==> config.mk <==
export PLATFORM = sky130hd
export DESIGN_NAME = ps2_key_ctrl
export DESIGN_NICKNAME = d
export VERILOG_FILES = /design/src/rtl/ps2_key_ctrl.sv
export SDC_FILE = /design/constraint.sdc
export NUM_CORES = 1
export LEC_CHECK = 0
export CAP_MARGIN = 30
export CORE_ASPECT_RATIO = 0.7
export CORE_MARGIN = 2
export CORE_UTILIZATION = 50
export CTS_CLUSTER_SIZE = 40
export DETAILED_ROUTE_END_ITERATION = 16
export GPL_ROUTABILITY_DRIVEN = 0
export PLACE_DENSITY = 0.79
export SETUP_SLACK_MARGIN = 0.05
export SYNTH_ARGS = -nofsm -noshare
export SYNTH_HDL_FRONTEND = slang
export SYNTH_SLANG_ARGS = --single-unit
==> constraint.sdc <==
create_clock -name clk -period 2.1 [get_ports clk]
set_input_delay 0.21 -clock clk [delete_from_list [all_inputs] [get_ports clk]]
set_output_delay 0.21 -clock clk [all_outputs]
set_load 0.02 [all_outputs]
==> src/rtl/ps2_key_ctrl.sv <==
// PS/2 FIFO read sequencer and scan-code decoder.
// Folds E0/F0 prefixes into make/repeat/release events.
module ps2_key_ctrl #(
  parameter int CNT_W  = 8,
  parameter int TO_W   = 16,
  parameter int PFX_TO = 50000
) (
  input  logic             clk,
  input  logic             clrn,
  input  logic [7:0]       data,
  input  logic             ready,
  input  logic             overflow,
  output logic             nextdata_n,
  output logic [7:0]       key_code,
  output logic             key_ext,
  output logic             key_make,
  output logic             key_repeat,
  output logic             key_release,
  output logic             key_held,
  output logic [CNT_W-1:0] press_count,
  output logic             err
);

  localparam logic [TO_W-1:0] TO_LAST = TO_W'(PFX_TO - 1);

  typedef enum logic [1:0] {
    IDLE,
    POP,
    GAP
  } state_t;

  typedef enum logic [2:0] {
    D_EXT,
    D_BRK,
    D_BAD,
    D_REL,
    D_REP,
    D_MAKE
  } dec_t;

  state_t          state;
  state_t          state_nx;
  dec_t            dec;
  logic [7:0]      byte_q;
  logic            ext_pend;
  logic            brk_pend;
  logic [7:0]      held_code;
  logic            held_ext;
  logic [TO_W-1:0] to_cnt;
  logic            to_run;
  logic            hit;

  always_comb begin
    state_nx = state;
    unique case (state)
      IDLE:    if (ready) state_nx = POP;
      POP:     state_nx = GAP;
      GAP:     state_nx = IDLE;
      default: state_nx = IDLE;
    endcase
  end

  assign nextdata_n = (state != POP);

  assign hit = key_held
            && (held_code == byte_q)
            && (held_ext == ext_pend);

  assign to_run = (ext_pend | brk_pend)
               && (state == IDLE)
               && !ready;

  // Classify the latched byte; order sets priority.
  always_comb begin
    dec = D_MAKE;
    if (byte_q == 8'hE0)
      dec = D_EXT;
    else if (byte_q == 8'hF0)
      dec = D_BRK;
    else if (byte_q == 8'h00 || byte_q == 8'hFF)
      dec = D_BAD;
    else if (brk_pend)
      dec = D_REL;
    else if (hit)
      dec = D_REP;
  end

  always_ff @(posedge clk or negedge clrn) begin
    if (!clrn) begin
      state       <= IDLE;
      byte_q      <= '0;
      ext_pend    <= 1'b0;
      brk_pend    <= 1'b0;
      held_code   <= '0;
      held_ext    <= 1'b0;
      to_cnt      <= '0;
      key_code    <= '0;
      key_ext     <= 1'b0;
      key_make    <= 1'b0;
      key_repeat  <= 1'b0;
      key_release <= 1'b0;
      key_held    <= 1'b0;
      press_count <= '0;
      err         <= 1'b0;
    end else begin
      state       <= state_nx;
      key_make    <= 1'b0;
      key_repeat  <= 1'b0;
      key_release <= 1'b0;
      if (state == IDLE && ready)
        byte_q <= data;
      if (overflow)
        err <= 1'b1;
      if (state == POP) begin
        to_cnt <= '0;
      end else if (to_run) begin
        if (to_cnt == TO_LAST) begin
          to_cnt   <= '0;
          ext_pend <= 1'b0;
          brk_pend <= 1'b0;
        end else begin
          to_cnt <= to_cnt + 1'b1;
        end
      end
      if (state == GAP) begin
        unique case (dec)
          D_EXT: ext_pend <= 1'b1;
          D_BRK: brk_pend <= 1'b1;
          D_BAD: begin
            ext_pend <= 1'b0;
            brk_pend <= 1'b0;
            err      <= 1'b1;
          end
          D_REL: begin
            ext_pend    <= 1'b0;
            brk_pend    <= 1'b0;
            key_release <= 1'b1;
            key_code    <= byte_q;
            key_ext     <= ext_pend;
            if (hit) key_held <= 1'b0;
          end
          D_REP: begin
            ext_pend   <= 1'b0;
            brk_pend   <= 1'b0;
            key_repeat <= 1'b1;
            key_code   <= byte_q;
            key_ext    <= ext_pend;
          end
          default: begin
            ext_pend    <= 1'b0;
            brk_pend    <= 1'b0;
            key_make    <= 1'b1;
            key_held    <= 1'b1;
            key_code    <= byte_q;
            key_ext     <= ext_pend;
            held_code   <= byte_q;
            held_ext    <= ext_pend;
            press_count <= press_count + 1'b1;
          end
        endcase
      end
    end
  end

endmodule

==> results of run 1 <==
-- report_power, final --
group / total (mW) / switching, mW / leakage (nW) / internal [mW]
logic: 1.44 / 0.666 / 0.656 / 0.770
clock network: 0.907 / 0.424 / 0.0949 / 0.483
registers: 1.73 / 0.279 / 0.742 / 1.45
-- placed cells by master, fill, tap and decap left out, types with 4 or more instances in the layout --
cell,instances
dfrtp_1,59
clkdlybuf4s50_1,33
mux2_2,27
buf_4,18
nand2_1,17
o21ai_0,16
nor3_1,12
nor2_1,11
clkbuf_8,11
xnor2_1,10
nand3_1,10
a21oi_1,8
xor2_1,8
inv_1,7
nand4_1,6
and3_1,4
clkinv_2,4
-- final cells by class --
class,count,area [µm²],area share (%)
clock buffers,11,151,4.28
flip-flops and latches,59,1480,41.7
clock inverters,5,27.5,0.778
multi-input cells,172,1260,35.8
well taps,72,90.1,2.55
inverters,7,26.3,0.743
repair buffers,54,500,14.1
-- state kept, by name, summed over array words and instances, names as in the netlist --
name / cells
err: 1
ext_pend: 1
key_make: 1
held_code: 8
key_ext: 1
byte_q: 8
held_ext: 1
key_held: 1
to_cnt: 16
press_count: 8
key_repeat: 1
key_release: 1
state: 2
brk_pend: 1
key_code: 8
-- kinds of logic (layout without fill, tap and decap cells) --
group / count (synthesis) / in the layout / synth area share (%)
XOR/XNOR: 18 / 18 / 5.66
buffers and inverters: 15 / 77 / 2.56
AO/OA/AOI/OAI: 33 / 33 / 6.78
AND/OR/NAND/NOR: 90 / 90 / 19.5
adder cells (fa/ha/maj): 2 / 2 / 0.898
flip-flops: 59 / 59 / 53.0
multiplexers: 29 / 29 / 11.6
-- worst max path at each step --
stage,start,endpoint,slack (ps),depth (start not counted)
2_1_floorplan,byte_q[4],held_code[0],150,7
3_3_place_gp,ready,to_cnt[9],30,5
3_5_place_dp,ready,to_cnt[9],-50,5
4_1_cts,state[1],to_cnt[10],70,4
5_1_grt,to_cnt[0],to_cnt[12],-10,7
6_report,to_cnt[0],to_cnt[12],120,7
-- layer usage --
layer | vias up | track usage [%] | share of wire (%)
met2 | 55 | 30.3 | 45
met4 | 0 | 7.17 | 1.6
met3 | 10 | 7.53 | 5.3
met1 | 1034 | 28.0 | 48
li1 | 1001 | - | -
met5 | - | 0 | 0
-- stage by stage --
| stage | hold slack [ps] | area [µm²] | worst slack [ps] | utilization (%) | TNS (ps) |
|---|---|---|---|---|---|
| 6_report | 362 | 3540 | 116 | 66.6 | 0 |
| 5_1_grt | 395 | 3540 | -12.1 | 66.6 | -12.1 |
| 4_1_cts | 356 | 3500 | 72.9 | 65.9 | 0 |
| 3_5_place_dp | 195 | 3310 | -50.9 | 62.2 | -106 |
| 3_3_place_gp | 181 | 3310 | 30.0 | 62.2 | 0 |
| 2_1_floorplan | -85.6 | 2790 | 152 | - | 0 |
-- what timing repair did --
action	4_1_cts	5_1_grt
gates resized for setup	1	7
endpoints found under the setup margin	6	27
hold endpoints to repair	17	0
setup buffers	0	2
pin swaps	0	1
hold buffers	1	0
==> results.sh, run 1 <==
export IMPL_status="complete, no violations"
export IMPL_relSlewSlack_pct=66.0
export IMPL_p_per_area_nw_per_um2=1150
export IMPL_ios=35
export IMPL_end_kind="register"
export IMPL_syn_area_per_cell_um2=11.3
export IMPL_core_area_um2=5310
export IMPL_cp_data_required_time_ps=2310
export IMPL_synthTopCellsByCount="59 x dfrtp_1, 27 x mux2_2, 18 x o21ai_0"
export IMPL_antenna_cells=0
export IMPL_track_usage_pct=20.5
export IMPL_start_util_pct=52.4
export IMPL_cpPeakStageDelay_ps=560
export IMPL_synth_edff_count=0
export IMPL_fillers=414
export IMPL_synth_warnings=0
export IMPL_crit_family="simple AND/OR/NAND/NOR gates"
export IMPL_crit_arrival_ps=2200
export IMPL_via_count=2100
export IMPL_min_delay_path_class="in -> async"
export IMPL_clock_latency_ps=330
export IMPL_clk_path_buf_depth=2
export IMPL_crit_fanout=4
export IMPL_fin_crit_sh_pct=94.5
export IMPL_wl_um=5670
export IMPL_max_freq_mhz=504
export IMPL_drt_first_pass_iters=4
export IMPL_design_die_area_um2=6190
export IMPL_tightest_slew_ps=506
export IMPL_maxCapViolations=0
export IMPL_drive_gt1_share_pct=26.0
export IMPL_num_rows=22
export IMPL_path_class="reg -> reg"
export IMPL_grt_overflow=0
export IMPL_cts_made_buffers=9
export IMPL_async_flop_share_pct=100
export IMPL_dp_hpwl_um=4080
export IMPL_yosysTopAreaCell="dfrtp_1"
export IMPL_postSynthCellCount=246
export IMPL_clock_skew_ps=4.60
export IMPL_peakVddDrop_mv=0.626
export IMPL_place_inst=361
export IMPL_synth_nets=260
export IMPL_seq_area_frac_synth_pct=53.0
export IMPL_grt_max_degree=26
export IMPL_cp_start_kind="register"
export IMPL_drc=0
export IMPL_ys_ff_latch=59
export IMPL_cp_num_buf_inv=1
export IMPL_area_growth_pct=27.0
export IMPL_slowest_stage="nor4_1"
export IMPL_synth_ff_type="dfrtp_1"
export IMPL_period_needed_ps=1980
export IMPL_die_h_um=66.4
export IMPL_synth_cell_types=41
export IMPL_die_w_um=93.2
export IMPL_cts_sinks=59
export IMPL_antenna_found_initial=0
export IMPL_netlist_area_um2=2790
export IMPL_r2r_end="to_cnt[12]"
export IMPL_layout_nets=317
export IMPL_portBuffers=34
export IMPL_clockRootBuffer="clkbuf_8"
export IMPL_clk_pin_slew_worst_paths_ps=60
export IMPL_drt_antenna_violating_nets=0
export IMPL_avgRoutedWirePerCell_um=14.9
export IMPL_synth_most_common_cell="dfrtp_1"
export IMPL_ys_top_cells_by_area="dfrtp_1 53%, mux2_2 11%, o21ai_0 3.2%"
export IMPL_reg2reg_depth=7
export IMPL_power_mw=4.07
export IMPL_leakage_nw=1.49
export IMPL_dr_first_iter_drc_count=170
export IMPL_htree_levels=3
export IMPL_cpMostUsedCell="o21ai_0"
export IMPL_r2r_start="to_cnt[0]"
export IMPL_rsz0062_at_grt="yes"
export IMPL_grt_pass1_wl_um=9400
export IMPL_r2r_setup_slack_ps=120
export IMPL_slew_viol_final=0
export IMPL_hold_viol_final=0
export IMPL_setup_violations_final=0
export IMPL_vias_per_cell=5.53
export IMPL_tritoncts="done"
export IMPL_synth_top_area_share_pct=53.0
export IMPL_grt_pass1_vias=1944
export IMPL_cp_cell_sequence="ha_1 > nand3_1 > nor4_1 > buf_4 > nor3_1 > o21ai_0 > o21ai_0"
export IMPL_finalNonFillerCells=380
Power figures use the tool's default switching activity.
==> inputs of run 2 (changes only) <==
--- a/config.mk
+++ b/config.mk
@@ -12,7 +12,7 @@
 export CTS_CLUSTER_SIZE = 40
 export DETAILED_ROUTE_END_ITERATION = 16
 export GPL_ROUTABILITY_DRIVEN = 0
-export PLACE_DENSITY = 0.79
+export PLACE_DENSITY = 0.76
 export SETUP_SLACK_MARGIN = 0.05
 export SYNTH_ARGS = -nofsm -noshare
 export SYNTH_HDL_FRONTEND = slang
==> constraint.sdc (replaced) <==
create_clock -name clk -period 2.2 [get_ports clk]
set_input_delay 0.55 -clock clk [delete_from_list [all_inputs] [get_ports clk]]
set_output_delay 0.55 -clock clk [all_outputs]
set_load 0.02 [all_outputs]
==> results.sh, run 2 (synthesis results as in run 1) <==
export IMPL_path_class="reg -> reg"
export IMPL_slew_viol_final=0
export IMPL_final_cell_mix="59 x dfrtp_1, 32 x clkdlybuf4s50_1, 27 x mux2_2"
export IMPL_die_w_um=93.2
export IMPL_cts_made_buffers=9
export IMPL_fillers=421
export IMPL_area_growth_pct=27.0
export IMPL_drive_gt1_share_pct=24.3
export IMPL_layout_commonest_cell="dfrtp_1"
export IMPL_power_mw=4.10
export IMPL_drt_first_pass_iters=4
export IMPL_setup_violations_final=0
export IMPL_end_kind="register"
export IMPL_period_needed_ps=2040
export IMPL_largest_register="to_cnt"
export IMPL_crit_arrival_ps=2260
export IMPL_maxCapViolations=0
export IMPL_vias_per_cell=5.44
export IMPL_fin_crit_sh_pct=92.6
export IMPL_core_area_um2=5310
export IMPL_tightest_slew_ps=531
export IMPL_grt_pass1_wl_um=9540
export IMPL_cts_sinks=59
export IMPL_drc=0
export IMPL_clockRootBuffer="clkbuf_8"
export IMPL_clk_path_buf_depth=2
export IMPL_dp_hpwl_um=3900
export IMPL_num_rows=22
export IMPL_pre_cts_ws_ps=-6.59
export IMPL_clock_latency_ps=330
export IMPL_grt_overflow=0
export IMPL_cp_start_kind="register"
export IMPL_start_util_pct=52.4
export IMPL_hold_viol_final=0
export IMPL_drt_antenna_violating_nets=0
export IMPL_fin_tns_setup_ps=0
export IMPL_dr_first_iter_drc_count=124
export IMPL_layout_nets=314
export IMPL_wl_um=5570
export IMPL_finalInstanceArea_um2=3540
export IMPL_ios=35
export IMPL_tritoncts="done"
export IMPL_avgRoutedWirePerCell_um=14.8
export IMPL_grt_max_degree=60
export IMPL_p_per_area_nw_per_um2=1160
export IMPL_antenna_found_initial=0
export IMPL_portBuffers=34
export IMPL_via_count=2051
export IMPL_status="complete, no violations"
export IMPL_die_h_um=66.4
export IMPL_clk_pin_slew_worst_paths_ps=70
export IMPL_htree_levels=3
export IMPL_crit_fanout=6
export IMPL_relSlewSlack_pct=64.3
export IMPL_postCtsHoldBufs=0
export IMPL_rsz0062_at_grt="yes"
export IMPL_design_die_area_um2=6190
export IMPL_track_usage_pct=20.4
export IMPL_min_delay_path_class="in -> async"
export IMPL_max_freq_mhz=491
export IMPL_leakage_nw=1.49
export IMPL_grt_pass1_vias=1952
export IMPL_cp_data_required_time_ps=2420
export IMPL_antenna_cells=0
export IMPL_placed_cell_area_um2=3300
export IMPL_peakVddDrop_mv=0.684
export IMPL_setup_ws_ps=163
export IMPL_largest_reg_flops=16
export IMPL_clock_skew_ps=10.2
[run 2: power by group]
part | switching [mW] | total (mW) | leakage [nW] | internal (mW)
sequential | 0.271 | 1.65 | 0.742 | 1.38
combinational | 0.626 | 1.36 | 0.639 | 0.737
clock | 0.423 | 1.09 | 0.108 | 0.668
[run 2: worst paths after layout]
path	depth (start not counted)	start	end	slack [ps]
setup / recovery	6	to_cnt[11]	to_cnt[6]	160
hold / removal	2	clrn	to_cnt[5]	200
setup reg to reg	6	to_cnt[11]	to_cnt[6]	160
hold reg to reg	1	press_count[7]	press_count[7]	460
max in group asynchronous	2	clrn	held_code[5]	1720
min in group clk	1	press_count[7]	press_count[7]	460
[run 2: cell type report]
| cell class | count | area (µm²) | area share (%) |
|---|---|---|---|
| flip-flops and latches | 59 | 1480 | 41.7 |
| multi-input cells | 172 | 1240 | 35.2 |
| well taps | 72 | 90.1 | 2.55 |
| repair buffers | 51 | 474 | 13.4 |
| clock buffers | 10 | 138 | 3.89 |
| inverters | 7 | 26.3 | 0.743 |
| clock inverters | 6 | 88.8 | 2.51 |
[run 2: through the flow]
stage / hold slack [ps] / std cells / utilization [%]
after floorplan: 254 / 246 / -
after global placement: 454 / 360 / 62.1
after detailed placement: 462 / 360 / 62.1
after CTS: 212 / 377 / 66.5
after global routing: 219 / 377 / 66.6
final: 200 / 377 / 66.6
[run 2: critical path, stage by stage, from the launching register on]
cell,delay [ps]
dfrtp_1,430
or4b_4,560
nor4_4,300
or2b_4,200
buf_4,140
o22ai_2,70
a22o_1,230
[run 2: timing repair]
item | CTS | global route
buffers inserted | 1 | 0
setup endpoints to repair | 1 | 11
gates resized for setup | 1 | 2
[run 2: routing by layer]
| metal | share of wire, % | up-vias | GRT usage, % |
|---|---|---|---|
| li1 | - | 991 | - |
| met1 | 49 | 1010 | 29.0 |
| met2 | 46 | 44 | 29.8 |
| met3 | 4.3 | 6 | 7.53 |
| met4 | 0.99 | 0 | 4.96 |
| met5 | 0 | - | 0 |
